--- config.mk ---
export PLATFORM = sky130hd
export DESIGN_NAME = iomem_initiator_arbiter
export DESIGN_NICKNAME = d
export VERILOG_FILES = /design/src/rtl/iomem_initiator_arbiter.sv
export SDC_FILE = /design/constraint.sdc
export NUM_CORES = 1
export LEC_CHECK = 0
export CAP_MARGIN = 0
export CORE_MARGIN = 2
export CORE_UTILIZATION = 39
export DETAILED_ROUTE_END_ITERATION = 8
export PLACE_DENSITY = 0.89
export SLEW_MARGIN = 0
export SYNTH_ARGS = -nofsm -noshare
export SYNTH_HDL_FRONTEND = slang
export SYNTH_SLANG_ARGS = --single-unit
--- constraint.sdc ---
create_clock -name clk_i -period 2 [get_ports clk_i]
set_input_delay 0.5 -clock clk_i [delete_from_list [all_inputs] [get_ports clk_i]]
set_output_delay 0.5 -clock clk_i [all_outputs]
set_load 0.005 [all_outputs]
--- src/rtl/iomem_initiator_arbiter.sv ---
// ---------------------------------------------------------------------------
// iomem_initiator_arbiter
//
// Initiator side of the iomem valid/ready bus. Two requesters share the bus:
// an instruction-fetch port (i_*) and a data load/store port (d_*). One
// transaction is in flight at a time. The response (read data or a timeout
// error) goes back only to the port that issued the request.
//
// State | meaning
// ------+-----------------------------------------------------------
// IDLE  | no transaction; requests are granted combinationally
// BUS   | transaction driven on iomem, waiting for ready or timeout
// RESP  | one-cycle response pulse to the owning port
//
// Ports
//   clk_i, rst_n           clock, synchronous active-low reset
//   i_req_valid_i/ready_o  fetch request handshake, i_addr_i byte address
//   i_rsp_valid_o/rdata_o/err_o  fetch response (1-cycle pulse)
//   d_req_valid_i/ready_o  data request handshake, d_addr_i/d_wdata_i/d_wstrb_i
//   d_rsp_valid_o/rdata_o/err_o  data response (1-cycle pulse)
//   iomem_*                bus request/response signals
//   busy_o                 high whenever the FSM is not in IDLE
// ---------------------------------------------------------------------------
module iomem_initiator_arbiter #(
    parameter int unsigned TIMEOUT_CYCLES = 64,
    parameter int unsigned CNT_W          = 7
) (
    input  logic        clk_i,
    input  logic        rst_n,

    input  logic        i_req_valid_i,
    output logic        i_req_ready_o,
    input  logic [31:0] i_addr_i,
    output logic        i_rsp_valid_o,
    output logic [31:0] i_rsp_rdata_o,
    output logic        i_rsp_err_o,

    input  logic        d_req_valid_i,
    output logic        d_req_ready_o,
    input  logic [31:0] d_addr_i,
    input  logic [31:0] d_wdata_i,
    input  logic [3:0]  d_wstrb_i,
    output logic        d_rsp_valid_o,
    output logic [31:0] d_rsp_rdata_o,
    output logic        d_rsp_err_o,

    output logic        iomem_valid_o,
    input  logic        iomem_ready_i,
    output logic [31:0] iomem_addr_o,
    output logic [31:0] iomem_wdata_o,
    output logic [3:0]  iomem_wstrb_o,
    input  logic [31:0] iomem_rdata_i,

    output logic        busy_o
);

    typedef enum logic [1:0] {
        S_IDLE = 2'd0,
        S_BUS  = 2'd1,
        S_RESP = 2'd2
    } state_e;

    localparam logic [CNT_W-1:0] CNT_LAST = CNT_W'(TIMEOUT_CYCLES - 1);

    state_e            state_q;
    logic              last_gnt_data_q;   // 1: data port won the most recent grant
    logic              owner_data_q;      // 1: in-flight transaction belongs to data port
    logic [CNT_W-1:0]  cnt_q;
    logic [CNT_W-1:0]  cnt_d;
    logic [31:0]       addr_q;
    logic [31:0]       wdata_q;
    logic [3:0]        wstrb_q;
    logic              iomem_valid_q;
    logic              busy_q;

    logic              i_rsp_valid_q;
    logic [31:0]       i_rsp_rdata_q;
    logic              i_rsp_err_q;
    logic              d_rsp_valid_q;
    logic [31:0]       d_rsp_rdata_q;
    logic              d_rsp_err_q;

    logic              gnt_i;
    logic              gnt_d;
    logic              bus_done;
    logic [31:0]       bus_rdata_d;
    logic              bus_err_d;
    logic [31:0]       i_addr_word;
    logic [31:0]       d_addr_word;

    // The bus is word addressed; byte offset bits are dropped.
    logic              unused_addr_lsb;
    assign unused_addr_lsb = ^{i_addr_i[1:0], d_addr_i[1:0]};

    assign i_addr_word = {i_addr_i[31:2], 2'b00};
    assign d_addr_word = {d_addr_i[31:2], 2'b00};

    // Round-robin grant, only offered in IDLE. A tie goes to the port that
    // did not win last time. Gated with rst_n so no requester sees an
    // acceptance while reset is being applied.
    always_comb begin
        gnt_i = 1'b0;
        gnt_d = 1'b0;
        if (rst_n && (state_q == S_IDLE)) begin
            if (i_req_valid_i && d_req_valid_i) begin
                gnt_d = ~last_gnt_data_q;
                gnt_i =  last_gnt_data_q;
            end else begin
                gnt_i = i_req_valid_i;
                gnt_d = d_req_valid_i;
            end
        end
    end

    assign i_req_ready_o = gnt_i;
    assign d_req_ready_o = gnt_d;

    // Ready wins over a timeout landing on the same cycle.
    always_comb begin
        cnt_d       = cnt_q + 1'b1;
        bus_done    = iomem_ready_i || (cnt_q == CNT_LAST);
        bus_rdata_d = iomem_ready_i ? iomem_rdata_i : 32'h0;
        bus_err_d   = ~iomem_ready_i;
    end

    always_ff @(posedge clk_i) begin
        if (!rst_n) begin
            state_q         <= S_IDLE;
            last_gnt_data_q <= 1'b0;
            owner_data_q    <= 1'b0;
            cnt_q           <= '0;
            addr_q          <= 32'h0;
            wdata_q         <= 32'h0;
            wstrb_q         <= 4'h0;
            iomem_valid_q   <= 1'b0;
            busy_q          <= 1'b0;
            i_rsp_valid_q   <= 1'b0;
            i_rsp_rdata_q   <= 32'h0;
            i_rsp_err_q     <= 1'b0;
            d_rsp_valid_q   <= 1'b0;
            d_rsp_rdata_q   <= 32'h0;
            d_rsp_err_q     <= 1'b0;
        end else begin
            case (state_q)
                S_IDLE: begin
                    if (gnt_i || gnt_d) begin
                        owner_data_q    <= gnt_d;
                        last_gnt_data_q <= gnt_d;
                        addr_q          <= gnt_d ? d_addr_word : i_addr_word;
                        // Fetches never write.
                        wdata_q         <= gnt_d ? d_wdata_i : 32'h0;
                        wstrb_q         <= gnt_d ? d_wstrb_i : 4'h0;
                        cnt_q           <= '0;
                        iomem_valid_q   <= 1'b1;
                        busy_q          <= 1'b1;
                        state_q         <= S_BUS;
                    end
                end

                S_BUS: begin
                    if (bus_done) begin
                        iomem_valid_q <= 1'b0;
                        state_q       <= S_RESP;
                        if (owner_data_q) begin
                            d_rsp_valid_q <= 1'b1;
                            d_rsp_rdata_q <= bus_rdata_d;
                            d_rsp_err_q   <= bus_err_d;
                        end else begin
                            i_rsp_valid_q <= 1'b1;
                            i_rsp_rdata_q <= bus_rdata_d;
                            i_rsp_err_q   <= bus_err_d;
                        end
                    end else begin
                        cnt_q <= cnt_d;
                    end
                end

                S_RESP: begin
                    // Response outputs are zero outside their one-cycle pulse.
                    i_rsp_valid_q <= 1'b0;
                    i_rsp_rdata_q <= 32'h0;
                    i_rsp_err_q   <= 1'b0;
                    d_rsp_valid_q <= 1'b0;
                    d_rsp_rdata_q <= 32'h0;
                    d_rsp_err_q   <= 1'b0;
                    busy_q        <= 1'b0;
                    state_q       <= S_IDLE;
                end

                default: begin
                    iomem_valid_q <= 1'b0;
                    busy_q        <= 1'b0;
                    state_q       <= S_IDLE;
                end
            endcase
        end
    end

    assign iomem_valid_o = iomem_valid_q;
    assign iomem_addr_o  = addr_q;
    assign iomem_wdata_o = wdata_q;
    assign iomem_wstrb_o = wstrb_q;
    assign busy_o        = busy_q;

    assign i_rsp_valid_o = i_rsp_valid_q;
    assign i_rsp_rdata_o = i_rsp_rdata_q;
    assign i_rsp_err_o   = i_rsp_err_q;
    assign d_rsp_valid_o = d_rsp_valid_q;
    assign d_rsp_rdata_o = d_rsp_rdata_q;
    assign d_rsp_err_o   = d_rsp_err_q;

endmodule

==> results of run 1 <==
-- area by class of cell --
| class | count | area [µm²] | area share (%) |
|---|---|---|---|
| clock inverter | 12 | 119 | 1.34 |
| clock buffer | 20 | 467 | 5.26 |
| multi-input combinational | 294 | 2110 | 23.8 |
| tap | 176 | 220 | 2.48 |
| inverter | 8 | 30.0 | 0.339 |
| sequential | 146 | 2930 | 33.0 |
| timing repair buffer | 301 | 3000 | 33.8 |
-- power groups by stage --
stage / logic [mW] / registers (mW) / clock network (mW)
after floorplan: 0.362 / 3.19 / 0
after global placement: 1.02 / 3.18 / 0
after detailed placement: 1.04 / 3.18 / 0
after CTS: 1.05 / 3.12 / 3.17
after global routing: 1.12 / 3.14 / 3.29
final: 1.04 / 3.12 / 3.08
-- timing repair --
item                                   CTS  global route
pin swaps                                1             1
setup endpoints to repair                2             2
gates cloned                             0             0
gates resized for setup                 15             2
endpoints found under the hold margin    0             0
buffers inserted                         1             0
-- path summary, 6_finish.rpt --
check                                  end
min          iomem_addr_o[16]$_SDFFE_PN0P_
max                          d_req_ready_o
max reg2reg  d_rsp_rdata_o[0]$_SDFFE_PN0P_
min reg2reg  iomem_addr_o[16]$_SDFFE_PN0P_
-- Yosys cell counts --
cell / number / area share [%]
buf_6: 1 / 0.21
nor3_1: 2 / 0.19
a22o_1: 64 / 11
a211oi_1: 1 / 0.14
ha_1: 1 / 0.24
buf_4: 10 / 1.4
and2_1: 1 / 0.12
nand3_1: 37 / 3.5
o21a_1: 3 / 0.43
a21boi_0: 1 / 0.14
o41ai_1: 1 / 0.17
o22ai_1: 4 / 0.47
buf_12: 3 / 1.1
o31a_1: 1 / 0.17
o21ai_0: 12 / 1.1
buf_1: 2 / 0.14
nor2_2: 2 / 0.24
dfxtp_1: 146 / 55
nand2_1: 8 / 0.57
nor2_1: 3 / 0.21
a21oi_1: 4 / 0.38
and3_1: 5 / 0.59
o211ai_1: 1 / 0.14
nor3b_2: 2 / 0.47
nand4_1: 1 / 0.12
buf_2: 14 / 1.3
a311oi_1: 1 / 0.17
a31o_2: 2 / 0.33
o21bai_1: 1 / 0.14
inv_1: 8 / 0.57
a22oi_1: 36 / 5.1
o21ai_1: 22 / 2.1
conb_1: 1 / 0.071
nor2b_1: 38 / 4.5
mux2i_1: 30 / 5.7
a31oi_1: 3 / 0.35
a21boi_1: 1 / 0.14
nand2b_1: 3 / 0.35
clkbuf_1: 14 / 0.99
o21ai_2: 1 / 0.17
-- per-stage QoR --
stage                     hold WS (ns)  util (%)  power [mW]  instance area, µm²
after floorplan                  0.443         -        3.55                5300
after global placement           0.446      62.5        4.19                8280
after detailed placement         0.453      62.5        4.23                8280
after CTS                        0.462      67.0        7.34                8870
after global routing             0.476      67.0        7.55                8870
final                            0.459      67.0        7.24                8870
-- worst max-delay path, delay by kind of cell (launching register included) --
kind / cells / cell delay (ns)
and+or+nand+nor: 2 / 0.38
DFF: 1 / 0.32
buffers and inverters: 2 / 0.28
-- metal layers --
metal / vias to the layer above / wire length [µm] / track usage, %
li1: 2361 / - / -
met4: 0 / 368 / 9.08
met1: 2312 / 6100 / 24.2
met5: - / 0 / 0
met3: 31 / 1430 / 7.69
met2: 247 / 7760 / 36.7
-- registers in the layout, indices dropped and copies added, names as in the netlist --
name,cells
busy_o,1
owner_data_q,1
state_q,2
d_rsp_rdata_o,32
cnt_q,7
iomem_wdata_o,32
d_rsp_valid_o,1
i_rsp_rdata_o,32
iomem_wstrb_o,4
i_rsp_err_o,1
d_rsp_err_o,1
iomem_valid_o,1
i_rsp_valid_o,1
iomem_addr_o,30
-- layout by cell type, fill, tap and decap left out, drive strengths merged --
cell,n
o22ai,4
mux2i,30
clkdlybuf4s50,265
clkinvlp,2
nand3,37
bufinv,1
a31o,2
a211oi,1
a311oi,1
o21ai,35
a22o,64
a31oi,3
o211ai,1
nand4,1
ha,1
dlygate4sd2,2
o21a,3
a21boi,2
inv,14
nor3,2
and3,5
nor2b,38
buf,34
clkbuf,20
o41ai,1
o21bai,1
nand2,8
a21oi,4
a22oi,36
nand2b,3
and2,1
conb,2
o31a,1
nor2,5
nor3b,2
dfxtp,146
clkinv,3
-- kinds of logic after synthesis --
kind of cell / count (synthesis)
AOI/OAI and AO/OA: 159
DFF: 146
and+or+nand+nor: 102
buffers and inverters: 52
muxes: 30
adders and majority gates: 1
other: 1
==> results.cfg, run 1 <==
[placement]
gp_congestion = 0.769
dp.final_hpwl_um = 11500
dp_cells = 926
dp_slack_ns = -0.346
io_buffers = 270

[critical_path]
worstReg2RegStart = cnt_q[0]$_SDFFE_PN0P_
worst_ep_arrival_time_ns = 1.39
cp_slowest_cell = dfxtp_2
r2r_cells = 6
cp-end-kind = primary output
cp_slowest_stage_delay_ns = 0.32
reg2reg_slack_ns = 0.24
startpoint_type = register
critical_path.cell_chain = nor3b_2 -> buf_4 -> and3_4 -> buf_2
cp-startpoint = state_q[0]$_SDFFE_PN0P_
criticalPathCategory = reg -> out
required_ns = 1.50
cp_max_fo = 3

[finish]
drive_above_1_share_pct = 10.4
finalNonFillerCells = 957
syn_to_final_growth_pct = 67.4
diodes = 0
layout.nets = 906
fillers = 975

[yosys]
ys_seq_elements = 146
yosys_warnings = 0
syn_area_per_cell_um2 = 10.8
synth.distinct_cells = 40
synth_compound_area_share_pct = 22.2
yosys.area_share.adder_pct = 0.236
synthXorXnorAreaFrac_pct = 0
syn_area_um2 = 5300
synth-simple-area-share_pct = 10.8
muxShareOfSynthArea_pct = 5.67
synthCells = 491
synth_top_family_by_area = compound AO/OA/AOI/OAI gates
yosysSeqAreaShare_pct = 55.2

[floorplan]
dieArea_um2 = 14500
fp.dieH_um = 121
io_pins = 277
core_area_um2 = 13200
fp-row-count = 42
die_x_um = 121
start_util_pct = 40.0

[flow_run]
maxCapViolCount = 0

[timing]
grt_setup_unrepaired = false
final.setup.tns_ns = 0
period_minus_slack_ns = 1.89
hold_viol_final = 0
fmax_mhz = 528
skew_ns = 0.00989
final_max_slew_viol_count = 0
worstMarginPinSlew_ns = 0.740
finalSetupViolCount = 0
fin_ws_ns = 0.106
post-route-period-util_pct = 94.7
slew_headroom_pct = 50.7

[pwr]
power.internal_mw = 5.53
clockPowerShare_pct = 42.5
ir_drop_mv = 0.518
p_per_area_nw_per_um2 = 817
p_seq_share_pct = 43.1
p_switching_mw = 1.71
pwr-share-comb_pct = 14.4
leakagePower_nw = 3.29
swShare_pct = 23.6

[detailed_routing]
wl_um = 15700
via_per_inst = 5.17
drc_errors = 0
drtAntennaViolNets = 0
vias = 4951
first_pass_iters = 4
wire_per_inst_um = 16.4
drt_iter0_markers = 285

[outcome]
outcome = finished clean

[cts]
cts_max_level = 4
clock_tree.root_cell = clkbuf_16
clock-sinks = 146
clockBufferDepth = 2
clk-insertion-delay-late_ns = 0.42
cts_tree = yes
postCtsHoldBufs = 0
cts_made_buffers = 17
clkTransAtPathRegs_ns = 0.06

[hold_path]
hold_path_depth = 2
hp-start = iomem_addr_o[16]$_SDFFE_PN0P_
hold_path.class = reg -> reg

[global_routing]
grt_overflow_total = 0
grt_pass1_wl_um = 24800
grt_max_degree = 83
grt.total_usage_pct = 21.5
grt_pass1_vias = 4941
antenna_found_initial = 0
Note: power is estimated with default switching activity, not from simulation.
==> run 2: changes to the inputs <==
--- a/config.mk
+++ b/config.mk
@@ -10,7 +10,7 @@
 export CORE_UTILIZATION = 39
 export DETAILED_ROUTE_END_ITERATION = 8
 export PLACE_DENSITY = 0.89
-export SLEW_MARGIN = 0
+export REMOVE_ABC_BUFFERS = 1
 export SYNTH_ARGS = -nofsm -noshare
 export SYNTH_HDL_FRONTEND = slang
 export SYNTH_SLANG_ARGS = --single-unit
==> results.cfg, run 2 (synthesis gave the netlist of run 1 again) <==
[critical_path]
required_ns = 1.50
reg2reg_slack_ns = 0.15
critical_path.cell_chain = nor3b_4 -> buf_4 -> buf_4 -> and3_1 -> buf_2
cp-end-kind = primary output
cp_max_fo = 2
cp_slowest_cell = dfxtp_4
cpMostUsedCell = buf_4
startpoint_type = register
worst_ep_arrival_time_ns = 1.49
criticalPathCategory = reg -> out
cp_slowest_stage_delay_ns = 0.36

[timing]
fmax_mhz = 503
hold_slack_ns = 0.462
post-route-period-util_pct = 99.3
final_max_slew_viol_count = 0
skew_ns = 0.00884
worstMarginPinSlew_ns = 0.545
grt_setup_unrepaired = true
period_minus_slack_ns = 1.99
final.setup.tns_ns = 0
hold_viol_final = 0
fin_ws_ns = 0.0135
slew_headroom_pct = 63.6
finalSetupViolCount = 0

[pwr]
clockPowerShare_pct = 41.9
p_switching_mw = 1.82
p_seq_share_pct = 43.7
ir_drop_mv = 0.599
power.internal_mw = 5.33
p_total_mw = 7.15
leakagePower_nw = 3.24
p_per_area_nw_per_um2 = 813
swShare_pct = 25.5
pwr-share-comb_pct = 14.4

[floorplan]
dieArea_um2 = 14500
fp.dieH_um = 121
start_util_pct = 40.0
core_area_um2 = 13200
io_pins = 277
die_x_um = 121
fp-row-count = 42

[finish]
layout_common_cells = clkdlybuf4s50_1, dfxtp_1, a22o_1
diodes = 0
final_common_cell = clkdlybuf4s50_1
syn_to_final_growth_pct = 66.0
fillers = 1003
drive_above_1_share_pct = 9.16
layout.nets = 900
finalNonFillerCells = 951

[outcome]
outcome = finished clean

[global_routing]
grt_overflow_total = 0
grt.total_usage_pct = 22.8
grt_pass1_wl_um = 25800
antenna_found_initial = 1
grt_pass1_vias = 5018
grt_max_degree = 83

[hold_path]
hold_path.class = reg -> reg

[detailed_routing]
wire_per_inst_um = 17.9
wl_um = 17000
vias = 4979
drc_errors = 0
drtAntennaViolNets = 0
via_per_inst = 5.24
first_pass_iters = 5
drt_iter0_markers = 412

[cts]
clock_tree.root_cell = clkbuf_16
cts_max_level = 4
clockBufferDepth = 2
cts_tree = yes
cts_made_buffers = 17
clk-insertion-delay-late_ns = 0.42
clkTransAtPathRegs_ns = 0.06
clock-sinks = 146

[placement]
dp_cells = 916
gp_congestion = 0.792
dp_slack_ns = -0.412
dp.final_hpwl_um = 12200
io_buffers = 270

[flow_run]
maxCapViolCount = 0
==> run 2: changes by cell type in the layout (fill, tap and decap cells not counted), sizes merged <==
cell | previous run | this run
clkdlybuf4s15 | 0 | 1
buf | 34 | 27
clkinv | 3 | 6
clkbuf | 20 | 17
inv | 14 | 15
bufinv | 1 | 0
==> run 2: per-layer routing <==
layer | wire length, µm | vias to the layer above | track usage [%]
met5 | 0 | - | 0
met4 | 426 | 0 | 8.50
met3 | 1770 | 34 | 10.5
met2 | 8580 | 263 | 39.8
met1 | 6220 | 2325 | 23.8
li1 | - | 2357 | -
==> run 2: worst paths after layout <==
kind	cells after the start	end	from
max	5	i_req_ready_o	state_q[1]$_SDFFE_PN0P_
min reg2reg	2	iomem_addr_o[16]$_SDFFE_PN0P_	iomem_addr_o[16]$_SDFFE_PN0P_
max reg2reg	7	iomem_addr_o[30]$_SDFFE_PN0P_	state_q[1]$_SDFFE_PN0P_
min	2	iomem_addr_o[16]$_SDFFE_PN0P_	iomem_addr_o[16]$_SDFFE_PN0P_
==> run 2: per-stage QoR <==
step	utilization (%)	instance area (µm²)
2_1_floorplan	-	5020
3_3_place_gp	61.9	8200
3_5_place_dp	61.9	8200
4_1_cts	66.3	8780
5_1_grt	66.4	8790
6_report	66.4	8790
==> run 2: worst max-delay path, delay by kind of cell, from the launching register on <==
kind | cells | cell delay, ns
simple gates | 2 | 0.35
flops | 1 | 0.36
buf+inv | 3 | 0.37
==> run 2: power by group through the flow <==
stage,sequential [mW],combinational [mW],clock (mW)
2_1_floorplan,3.19,0.299,0
3_3_place_gp,3.18,1.00,0
3_5_place_dp,3.19,1.03,0
4_1_cts,3.12,1.04,3.05
5_1_grt,3.14,1.10,3.19
6_report,3.13,1.03,2.99
==> run 2: area by class of cell <==
type | instances | area, µm² | area share [%]
inverters | 8 | 30.0 | 0.341
clock inverters | 15 | 143 | 1.62
clock buffers | 17 | 425 | 4.84
multi-input cells | 294 | 2100 | 23.9
flip-flops and latches | 146 | 2930 | 33.3
repair buffers | 295 | 2940 | 33.5
well taps | 176 | 220 | 2.50
==> run 2: timing repair <==
action | CTS | global route
buffers inserted | 3 | 0
hold buffers | 0 | 0
pin swaps | 2 | 1
gates resized for setup | 9 | 3
endpoints found under the setup margin | 2 | 34
hold endpoints to repair | 0 | 0
